<file path="src/rtl/line_buffer_wr_ctrl.sv">
// line_buffer_wr_ctrl: turns a raster pixel stream into line buffer write strobes.
// Build option LBC_DROP_CNT_EN: count pixels discarded while idle.
module line_buffer_wr_ctrl #(
    parameter int DATA_WIDTH = 16,
    parameter int NUM_LINES  = 4,
    parameter int IMG_WIDTH  = 64,
    parameter int IMG_HEIGHT = 64,
    parameter int RD_LATENCY = 1,
    localparam int HW = (NUM_LINES > 1) ? $clog2(NUM_LINES) : 1
) (
    input  logic                  clk,
    input  logic                  reset_n,
    input  logic                  s_valid,
    input  logic [DATA_WIDTH-1:0] s_data,
    input  logic                  s_sof,
    output logic                  s_ready,
    output logic                  lb_we,
    output logic [13:0]           lb_wr_addr,
    output logic [DATA_WIDTH-1:0] lb_data,
    output logic                  lb_eol,
    output logic                  lb_ready,
    output logic                  col_valid,
    output logic [13:0]           col_x,
    output logic [15:0]           col_y,
    output logic [HW-1:0]         col_head,
    output logic [DATA_WIDTH-1:0] col_pixel,
    output logic                  frame_done,
    output logic                  err_sof,
    output logic [15:0]           drop_cnt
);

    localparam logic [13:0]   XMAX  = 14'(IMG_WIDTH - 1);
    localparam logic [15:0]   YMAX  = 16'(IMG_HEIGHT - 1);
    localparam logic [15:0]   YRD   = 16'(NUM_LINES - 1);
    localparam logic [HW-1:0] WLMAX = HW'(NUM_LINES - 1);

    typedef enum logic [1:0] {S_IDLE, S_ACTIVE, S_EOL} state_t;

    state_t          r_state, w_next;
    logic [13:0]     r_x;
    logic [15:0]     r_y;
    logic [HW-1:0]   r_wl, w_wl_nxt;
    logic            r_abort, r_err, r_eol, r_last, r_fd;
    logic            w_ready, w_abort, w_acc, w_wr;
    logic [13:0]     w_wx;
    logic [15:0]     w_wy;

    logic                  r_lb_we, r_lb_ready;
    logic [13:0]           r_lb_addr;
    logic [DATA_WIDTH-1:0] r_lb_data;
    logic [15:0]           r_s1_y;
    logic [HW-1:0]         r_s1_head;

    logic                  r_cv [RD_LATENCY];
    logic [13:0]           r_cx [RD_LATENCY];
    logic [15:0]           r_cy [RD_LATENCY];
    logic [DATA_WIDTH-1:0] r_cp [RD_LATENCY];
    logic [HW-1:0]         r_ch [RD_LATENCY];

    always_comb begin
        w_next  = r_state;
        w_ready = 1'b0;
        w_abort = 1'b0;
        unique case (r_state)
            S_IDLE: begin
                w_ready = 1'b1;
                if (s_valid && s_sof) w_next = S_ACTIVE;
            end
            S_ACTIVE: begin
                if (s_valid && s_sof) begin
                    w_abort = 1'b1;
                    w_next  = S_EOL;
                end else begin
                    w_ready = 1'b1;
                    if (s_valid && r_x == XMAX) w_next = S_EOL;
                end
            end
            S_EOL: w_next = (r_abort || r_y == YMAX) ? S_IDLE : S_ACTIVE;
            default: w_next = S_IDLE;
        endcase
    end

    assign s_ready  = w_ready & reset_n;
    assign w_acc    = s_valid & s_ready;
    assign w_wr     = w_acc & ((r_state == S_ACTIVE) | s_sof);
    assign w_wx     = (r_state == S_ACTIVE) ? r_x : '0;
    assign w_wy     = (r_state == S_ACTIVE) ? r_y : '0;
    assign w_wl_nxt = (r_wl == WLMAX) ? '0 : r_wl + 1'b1;

    always_ff @(posedge clk or negedge reset_n) begin
        if (!reset_n) begin
            r_state <= S_IDLE;
            r_x     <= '0;
            r_y     <= '0;
            r_wl    <= '0;
            r_abort <= 1'b0;
            r_err   <= 1'b0;
            r_eol   <= 1'b0;
            r_last  <= 1'b0;
            r_fd    <= 1'b0;
        end else begin
            r_state <= w_next;
            r_eol   <= (r_state == S_EOL);
            r_last  <= (r_state == S_EOL) && !r_abort && (r_y == YMAX);
            r_fd    <= r_last;
            if (w_abort) begin
                r_abort <= 1'b1;
                r_err   <= 1'b1;
            end
            unique case (r_state)
                S_IDLE: begin
                    if (w_wr) begin
                        r_x <= 14'd1;
                        r_y <= '0;
                    end
                end
                S_ACTIVE: begin
                    if (w_acc && r_x != XMAX) r_x <= r_x + 1'b1;
                end
                S_EOL: begin
                    // wl tracks the buffer line pointer the next write will hit
                    r_x     <= '0;
                    r_wl    <= w_wl_nxt;
                    r_abort <= 1'b0;
                    r_y     <= (w_next == S_ACTIVE) ? r_y + 1'b1 : '0;
                end
                default: ;
            endcase
        end
    end

    always_ff @(posedge clk or negedge reset_n) begin
        if (!reset_n) begin
            r_lb_we    <= 1'b0;
            r_lb_ready <= 1'b0;
            r_lb_addr  <= '0;
            r_lb_data  <= '0;
            r_s1_y     <= '0;
            r_s1_head  <= '0;
        end else begin
            r_lb_we    <= w_wr;
            r_lb_ready <= w_wr && (w_wy >= YRD);
            if (w_wr) begin
                r_lb_addr <= w_wx;
                r_lb_data <= s_data;
                r_s1_y    <= w_wy;
                r_s1_head <= w_wl_nxt;
            end
        end
    end

    // column metadata follows lb_ready through the buffer read latency
    always_ff @(posedge clk or negedge reset_n) begin
        if (!reset_n) begin
            for (int i = 0; i < RD_LATENCY; i++) begin
                r_cv[i] <= 1'b0;
                r_cx[i] <= '0;
                r_cy[i] <= '0;
                r_cp[i] <= '0;
                r_ch[i] <= '0;
            end
        end else begin
            r_cv[0] <= r_lb_ready;
            r_cx[0] <= r_lb_addr;
            r_cy[0] <= r_s1_y;
            r_cp[0] <= r_lb_data;
            r_ch[0] <= r_s1_head;
            for (int i = 1; i < RD_LATENCY; i++) begin
                r_cv[i] <= r_cv[i-1];
                r_cx[i] <= r_cx[i-1];
                r_cy[i] <= r_cy[i-1];
                r_cp[i] <= r_cp[i-1];
                r_ch[i] <= r_ch[i-1];
            end
        end
    end

`ifdef LBC_DROP_CNT_EN
    logic        w_drop;
    logic [15:0] r_drop;

    assign w_drop = w_acc && (r_state == S_IDLE) && !s_sof;

    always_ff @(posedge clk or negedge reset_n) begin
        if (!reset_n) r_drop <= '0;
        else if (w_drop && r_drop != 16'hFFFF) r_drop <= r_drop + 1'b1;
    end

    assign drop_cnt = r_drop;
`else
    assign drop_cnt = '0;
`endif

    assign lb_we      = r_lb_we;
    assign lb_ready   = r_lb_ready;
    assign lb_wr_addr = r_lb_addr;
    assign lb_data    = r_lb_data;
    assign lb_eol     = r_eol;
    assign col_valid  = r_cv[RD_LATENCY-1];
    assign col_x      = r_cx[RD_LATENCY-1];
    assign col_y      = r_cy[RD_LATENCY-1];
    assign col_pixel  = r_cp[RD_LATENCY-1];
    assign col_head   = r_ch[RD_LATENCY-1];
    assign frame_done = r_fd;
    assign err_sof    = r_err;

endmodule

</file>
<file path="config.mk">
export PLATFORM = sky130hd
export DESIGN_NAME = line_buffer_wr_ctrl
export DESIGN_NICKNAME = d
export VERILOG_FILES = /design/src/rtl/line_buffer_wr_ctrl.sv
export SDC_FILE = /design/constraint.sdc
export NUM_CORES = 1
export LEC_CHECK = 0
export ABC_CLOCK_PERIOD_IN_PS = 3250
export BUFFER_PORTS_ARGS = -buffer_cell sky130_fd_sc_hd__buf_2
export CAP_MARGIN = 15
export CORE_UTILIZATION = 54
export DETAILED_ROUTE_END_ITERATION = 12
export PLACE_DENSITY = 0.88
export SKIP_CTS_REPAIR_TIMING = 1
export SLEW_MARGIN = 10
export SYNTH_ARGS = -nofsm -noshare
export SYNTH_HDL_FRONTEND = slang
export SYNTH_SLANG_ARGS = --single-unit
</file>
<file path="constraint.sdc">
create_clock -name clk -period 3.25 [get_ports clk]
set_input_delay 0.1625 -clock clk [delete_from_list [all_inputs] [get_ports clk]]
set_output_delay 0.1625 -clock clk [all_outputs]
set_load 0.05 [all_outputs]
</file>
After elaboration in Yosys (flattened, before gate mapping)
Cells that the tools add are included.
{ "word_totals": {"inputBits": 20, "register_bits": 138, "output_inout_bits": 101, "elab_cells": 71} }
{ "classes": {"bitwise": 4, "eq_ne": 9, "add_sub_neg": 3, "order_cmp": 1, "n_reduce_logical": 14, "n_mux": 20} }
{ "op_table": {"columns": ["op", "count"], "rows": [
  ["$mux 16", 3],
  ["$mux 14", 3],
  ["$pmux 14 s3", 1],
  ["$pmux 16 s2", 1],
  ["$add 16x1->16 const B", 1],
  ["$eq 16x6->1 const B", 1],
  ["$ge 16x2->1 const B", 1],
  ["$add 14x1->14 const B", 1],
  ["$eq 14x6->1 const B", 1],
  ["$ne 14x6->1 const B", 1],
  ["$mux 2", 4],
  ["$logic_and 1x1->1", 6],
  ["$mux 1", 6],
  ["$pmux 2 s3", 1],
  ["$eq 2x1->1 const B", 2],
  ["$eq 2x2->1 const B", 2],
  ["$reduce_bool 2->1", 2],
  ["$and 1x1->1", 3],
  ["$reduce_and 3->1", 1],
  ["$reduce_bool 3->1", 1],
  ["$add 2x1->2 const B", 1],
  ["$logic_not 2->1", 1],
  ["$ne 2x1->1 const B", 1],
  ["$ne 2x2->1 const B", 1],
  ["5 further kinds", 5]
]} }

Depth between registers and ports, before layout
Gate-level depths: netlist (run 1).
{ "depth": {"depth_word": 8, "depth_mapped": 13, "depth_no_buf": 9} }

Least setup slack after synthesis (run 1)
Ideal clock, no wire load.
{ "synth_timing": {"path_kind": "reg2reg", "from": "register r_state[0]", "to": "register r_x[10]", "stages_incl_launch_ff": 13, "setup_time_ps": 69, "n_path_buf": 3, "path_slack_ps": 820, "required_ps": 3181, "arrival_time_ps": 2361, "synth_period_minus_slack_ps": 2430, "path_cell_list": "dfrtp_1 -> inv_1 -> ha_1 -> clkbuf_1 -> mux2i_1 -> or2_1 -> clkbuf_1 -> inv_2 -> a31oi_1 -> or2_1 -> buf_4 -> or4_1 -> nand3_1"} }
{ "synth_via": {"elab_chain_cells": 7, "word_cells_on_any_way": 14, "classes_between": "eq/ne: 4; mux: 2; bitwise: 4; reduce/logical: 4"} }
{ "synth_rtl": {"columns": ["item", "line_no", "text"], "rows": [
  ["start: declaration", "39", "state_t r_state, w_next;"],
  ["start signal: assignment", "102", "r_state <= w_next;"],
  ["$eq 2x1->1 or $logic_not 2->1 (tied branches)", "64, 85, 110", null],
  ["$pmux 1 s2", "64", "unique case (r_state)"],
  ["$and 1x1->1", "83", "assign s_ready = w_ready & reset_n;"],
  ["$and 1x1->1", "84", "assign w_acc = s_valid & s_ready;"],
  ["$and 1x1->1 or $logic_and 1x1->1 (tied branches)", "85, 118", null],
  ["$ne 2x2->1 (no line) or $ne 2x1->1 (tied branches)", null, null],
  ["$reduce_and 3->1 (no line)", null, null],
  ["end signal: assignment", "118", "if (w_acc && r_x != XMAX) r_x <= r_x + 1'b1;"],
  ["end: declaration", "40", "logic [13:0] r_x;"]
]} }
Parallel ways exist; a longest one is shown, timed or not.
A chain may end at the register's enable or synchronous reset.

Final worst setup path (run 1)
{ "layout_timing": {"from": "register r_x[9]", "to": "register r_x[3]"} }
{ "layout_via": {"elab_chain_cells": 4} }
{ "layout_rtl": {"columns": ["item", "line_no"], "rows": [
  ["$ne 14x6->1", "118"],
  ["$logic_and 1x1->1", "118"],
  ["$ne 2x1->1 (no line)", null],
  ["$reduce_and 3->1 (no line)", null]
]} }
Every way passes these cells.

==> results of run 1 <==
## metal layers
metal / wire, µm / global-route usage (%)
met1: 5480 / 31.6
met4: 684 / 14.6
met3: 1230 / 6.43
met2: 7490 / 45.5
met5: 0 / 0
## worst paths after layout
path	from	endpoint	slack (ns)	cells past startpoint
max in group asynchronous	reset_n	lb_data[14]	1.42	4
worst max-delay path	r_x[9]	r_x[3]	0.40	6
worst max register to register	r_x[9]	r_x[3]	0.40	6
min in group asynchronous	reset_n	lb_wr_addr[0]	0.05	2
worst min-delay path	s_valid	err_sof	0.02	3
worst min register to register	r_last	frame_done	0.35	0
## layout make-up
| type | instances | area, µm² | share of cell area [%] |
|---|---|---|---|
| Timing Repair Buffer | 128 | 749 | 11.1 |
| Clock buffer | 20 | 445 | 6.58 |
| Inverter | 6 | 22.5 | 0.333 |
| Multi-Input combinational cell | 345 | 1780 | 26.3 |
| Sequential cell | 138 | 3450 | 51.0 |
| Tap cell | 133 | 166 | 2.46 |
| Clock inverter | 12 | 148 | 2.18 |
## metrics by stage
step	power [mW]	std cells
after global placement	4.16	733
after CTS	6.20	765
final	6.30	782
after floorplan	3.78	530
after detailed placement	4.26	733
after global routing	6.54	782
## cell usage in the layout, fill, tap and decap left out, drive strengths merged, types with 2 or more instances in the layout
| cell type | synthesis | routed |
|---|---|---|
| a21oi | 5 | 5 |
| a22o | 9 | 9 |
| a31oi | 4 | 4 |
| and3 | 6 | 6 |
| buf | 21 | 111 |
| bufinv | 0 | 3 |
| clkbuf | 20 | 20 |
| clkinv | 0 | 4 |
| clkinvlp | 0 | 5 |
| conb | 1 | 16 |
| dfrtp | 138 | 138 |
| dlygate4sd3 | 0 | 17 |
| ha | 7 | 7 |
| inv | 6 | 6 |
| mux2 | 3 | 3 |
| nand2 | 136 | 136 |
| nand2b | 5 | 5 |
| nand3 | 19 | 19 |
| nand4 | 2 | 2 |
| nor2 | 21 | 21 |
| nor2b | 5 | 5 |
| nor3 | 6 | 6 |
| nor4 | 4 | 4 |
| o21ai | 54 | 54 |
| o22ai | 2 | 2 |
| o31ai | 5 | 5 |
| o41ai | 3 | 3 |
| or2 | 3 | 3 |
| or3 | 3 | 3 |
| or4 | 7 | 7 |
| xnor2 | 2 | 2 |
| xor2 | 2 | 2 |
## sequential cells by signal, indices dropped and copies added (netlist names), 2 cells and up
signal and count:
r_s1_y 16, lb_data 16, col_y 16, col_pixel 16
r_s1_head 2, r_x 14, col_head 2, col_x 14
r_y 16, lb_wr_addr 14, r_wl 2, r_state 2
## worst register-to-register path, delay by kind of cell, from the launching register on
| kind | cells | cell delay, ns |
|---|---|---|
| AND/OR/NAND/NOR | 3 | 1.62 |
| flip-flops | 1 | 0.44 |
| AO/OA/AOI/OAI | 3 | 0.68 |
## kinds of logic (layout without fill, tap and decap cells)
group / count (synthesis) / after routing / share of synthesized area (%)
muxes: 4 / 4 / 0.805
adders and majority gates: 7 / 7 / 1.61
AOI/OAI and AO/OA: 92 / 92 / 10.4
buffers and inverters: 47 / 166 / 4.74
DFF: 138 / 138 / 63.5
other: 1 / 16 / 0.0690
xor gates and xnor gates: 4 / 4 / 0.645
and+or+nand+nor: 222 / 222 / 18.2
## power breakdown
part	internal, mW	switching, mW
registers	2.02	0.236
clock network	1.20	0.723
logic	0.459	1.66
total	3.68	2.61
==> impl_metrics.json, run 1 <==
{
  "cts.sinks": 138,
  "crit_slowest_cell": "or4_1",
  "seq_area_frac_synth_pct": 63.5,
  "grtUsageTotal_pct": 26.9,
  "design_area_mm2": 0.00677,
  "nNetsFinal": 663,
  "hold_viol": 0,
  "grt_max_degree": 78,
  "cts.root.buffer_cell": "clkbuf_8",
  "worst-path-buf-inv": 0,
  "whs_ns": 0.0185,
  "ys_async_sr_fraction_pct": 100,
  "wl_per_cell_um": 19.0,
  "p_per_area_mw_per_mm2": 930,
  "finClkSkew_ns": 0.00983,
  "grt_remaining_overflow": 0,
  "synth-main-ff-cell": "dfrtp_1",
  "max_cap_violations": 0,
  "postLayoutSetupSlackWorst_ns": 0.396,
  "syn_area_mm2": 0.00544,
  "worstPathArrival_ns": 3.26,
  "dp_hpwl_mm": 8.14,
  "synth-edff-count": 0,
  "clockBufferDepth": 2,
  "critPathTopFamily": "simple AND/OR/NAND/NOR gates",
  "syn_inst": 515,
  "diodes": 0,
  "worst_ir_drop_vdd_uv": 612,
  "setup_tns_ns": 0,
  "relSlewSlack_pct": 46.8,
  "clock.fmax_ghz": 0.350,
  "grt_pass1_wl_mm": 21.1,
  "first_pass_iters": 6,
  "crit_type": "flip-flop to flip-flop",
  "crit_chain": "or4_1 > or4_1 > a31oi_1 > or2_1 > o21ai_0 > o31ai_1",
  "synth_most_common_cell": "dfrtp_1",
  "start_kind": "flip-flop",
  "drt-total-wl_mm": 14.9,
  "die_h_um": 102,
  "synth.top_cell.area_share_pct": 63.5,
  "grt_pass1_vias": 4277,
  "crit_fanout": 19,
  "gp_congestion": 0.916,
  "period_share_pct": 87.8,
  "dieWidth_um": 102,
  "postSynthAreaPerCell_um2": 10.6,
  "setup.worst_path.end_class": "flip-flop",
  "placed_cell_area_mm2": 0.00600,
  "start_util_pct": 55.6,
  "utilization_pct": 69.2,
  "via_count": 4546,
  "drc": 0,
  "yosys-top-cells-area": "dfrtp_1, nand2_1, o21ai_0, buf_4, nand3_1",
  "p_leak_nw": 3.41,
  "worst_slew_pin_slew_ns": 0.798,
  "status": "finished clean",
  "io_pins": 121,
  "yosysUniqueCellTypes": 51,
  "grt_setup_unrepaired": "no",
  "slew_violations": 0,
  "cts_buffers": 17,
  "ant_nets": 0,
  "finalSetupViolations": 0,
  "cp_common_cell": "or4_1",
  "ys_warn_count": 0,
  "synth_commonest_cells": "dfrtp_1, nand2_1, o21ai_0",
  "critical_path.max_stage_delay_ns": 0.58,
  "critPathRequiredTime_ns": 3.65,
  "die_area_mm2": 0.0105,
  "drt_iter0_markers": 403,
  "core_area_mm2": 0.00977,
  "hold_path_class": "primary input to flip-flop",
  "port_buffers": 104,
  "htreeDepth": 4,
  "period_needed_ns": 2.85,
  "cts_tree": "done",
  "syn2layout_area_growth_pct": 24.5,
  "clkSlewWorstSetupHoldPaths_ns": 0.06,
  "yosys.area.top_type": "dfrtp_1",
  "num_rows": 36,
  "drive_above_1_share_pct": 23.1,
  "ys_ff_latch": 138,
  "worstSkewPairLatency_ns": 0.53,
  "nFillCells": 620,
  "via_per_inst": 5.81,
  "dp_slack_ns": 0.580,
  "antenna_found_initial": 0
}
(Power assumes the default switching activity.)
==> run 2, diff against run 1 <==
- PLACE_DENSITY: 0.88 -> 0.77
- SETUP_SLACK_MARGIN: default -> 0.5
==> impl_metrics.json, run 2 (synthesized netlist as in run 1, its figures left out) <==
{
  "io_pins": 121,
  "die_area_mm2": 0.0105,
  "finalSetupViolations": 0,
  "die_h_um": 102,
  "num_rows": 36,
  "cts_buffers": 17,
  "critPathRequiredTime_ns": 3.70,
  "crit_fanout": 19,
  "design_area_mm2": 0.00680,
  "period_share_pct": 79.3,
  "slew_violations": 0,
  "setup.worst_path.end_class": "flip-flop",
  "grt_pass1_wl_mm": 18.1,
  "period_needed_ns": 2.58,
  "dieWidth_um": 102,
  "crit_type": "flip-flop to flip-flop",
  "ant_nets": 0,
  "drt-total-wl_mm": 12.0,
  "core_area_mm2": 0.00977,
  "relSlewSlack_pct": 42.4,
  "grt_setup_unrepaired": "no",
  "start_util_pct": 55.6,
  "via_count": 4146,
  "diodes": 0,
  "status": "finished clean",
  "utilization_pct": 69.5,
  "clockBufferDepth": 2,
  "hold_viol": 0,
  "layout_common_cells": "dfrtp_1, nand2_1, buf_2",
  "nNetsFinal": 667,
  "first_pass_iters": 4,
  "wl_per_cell_um": 15.3,
  "worst_ir_drop_vdd_uv": 525,
  "port_buffers": 104,
  "grt_pass1_vias": 3692,
  "cts.root.buffer_cell": "clkbuf_8",
  "grt_max_degree": 78,
  "cts.sinks": 138,
  "worst_slew_pin_slew_ns": 0.864,
  "rr_worst_depth": 9,
  "max_cap_violations": 0,
  "whs_ns": 0.00662,
  "place_inst": 734,
  "placed_cell_area_mm2": 0.00601,
  "worstHoldPathCells": 3,
  "dp_hpwl_mm": 7.43,
  "htreeDepth": 4,
  "finalPower_mw": 6.17,
  "clkSlewWorstSetupHoldPaths_ns": 0.06,
  "setup_tns_ns": 0,
  "grt_remaining_overflow": 0,
  "grtUsageTotal_pct": 23.1,
  "start_kind": "flip-flop",
  "cts_tree": "done",
  "hold_path_class": "primary input to flip-flop",
  "gp_congestion": 0.891,
  "antenna_found_initial": 0,
  "dp_slack_ns": 0.600,
  "p_leak_nw": 3.43,
  "worstSkewPairLatency_ns": 0.52,
  "fin_cells": 786,
  "syn2layout_area_growth_pct": 25.0,
  "via_per_inst": 5.27,
  "postLayoutSetupSlackWorst_ns": 0.673,
  "drive_above_1_share_pct": 23.7,
  "drc": 0,
  "p_per_area_mw_per_mm2": 907,
  "worstPathArrival_ns": 3.03,
  "clock.fmax_ghz": 0.388,
  "finClkSkew_ns": 0.00827,
  "layout_commonest_cell": "dfrtp_1",
  "drt_iter0_markers": 199
}
==> run 2: cell count changes in the layout (fill, tap and decap cells not counted) <==
cell | previous run | this run
clkinv_4 | 0 | 1
nor4_2 | 0 | 1
inv_6 | 0 | 1
nor4_1 | 4 | 3
nor2_2 | 0 | 1
clkbuf_8 | 3 | 2
clkinvlp_4 | 5 | 3
nor2_1 | 21 | 20
or2_1 | 2 | 1
clkinv_2 | 4 | 3
or2_2 | 1 | 2
buf_4 | 7 | 11
clkbuf_1 | 1 | 3
==> run 2: worst max-delay path: stages, from the launching register on <==
cell and delay, ns:
dfrtp_1 0.44, inv_1 0.12, ha_1 0.32, mux2i_1 0.11, or2_2 0.30, inv_2 0.06, a31oi_1 0.09, or2_2 0.44
or4b_1 0.53, nand3_1 0.10
==> run 2: path summary, 6_finish.rpt <==
kind / end / slack, ns / startpoint
min in group asynchronous: col_x[6] / 0.46 / reset_n
max: r_x[7] / 0.67 / r_state[0]
max reg2reg: r_x[7] / 0.67 / r_state[0]
max in group asynchronous: col_y[5] / 1.43 / reset_n
min: err_sof / 0.007 / s_sof
min reg2reg: frame_done / 0.36 / r_last
==> run 2: layout make-up <==
class / instances / area, µm²
clock inverters: 11 / 145
well taps: 133 / 166
inverters: 6 / 22.5
fillers: 684 / 2980
flip-flops and latches: 138 / 3450
repair buffers: 132 / 779
clock buffers: 21 / 439
multi-input cells: 345 / 1790
==> run 2: where the power goes <==
part           switching (mW)  internal (mW)  leakage (nW)
sequential              0.190           2.02          1.85
clock                   0.695           1.19         0.278
combinational            1.59          0.482          1.29
total                    2.48           3.69          3.43
==> run 2: metal layers <==
metal	wire length, µm	global-route usage [%]
met1	5380	32.0
met2	5870	35.3
met4	161	8.90
met3	620	5.68
met5	0	0
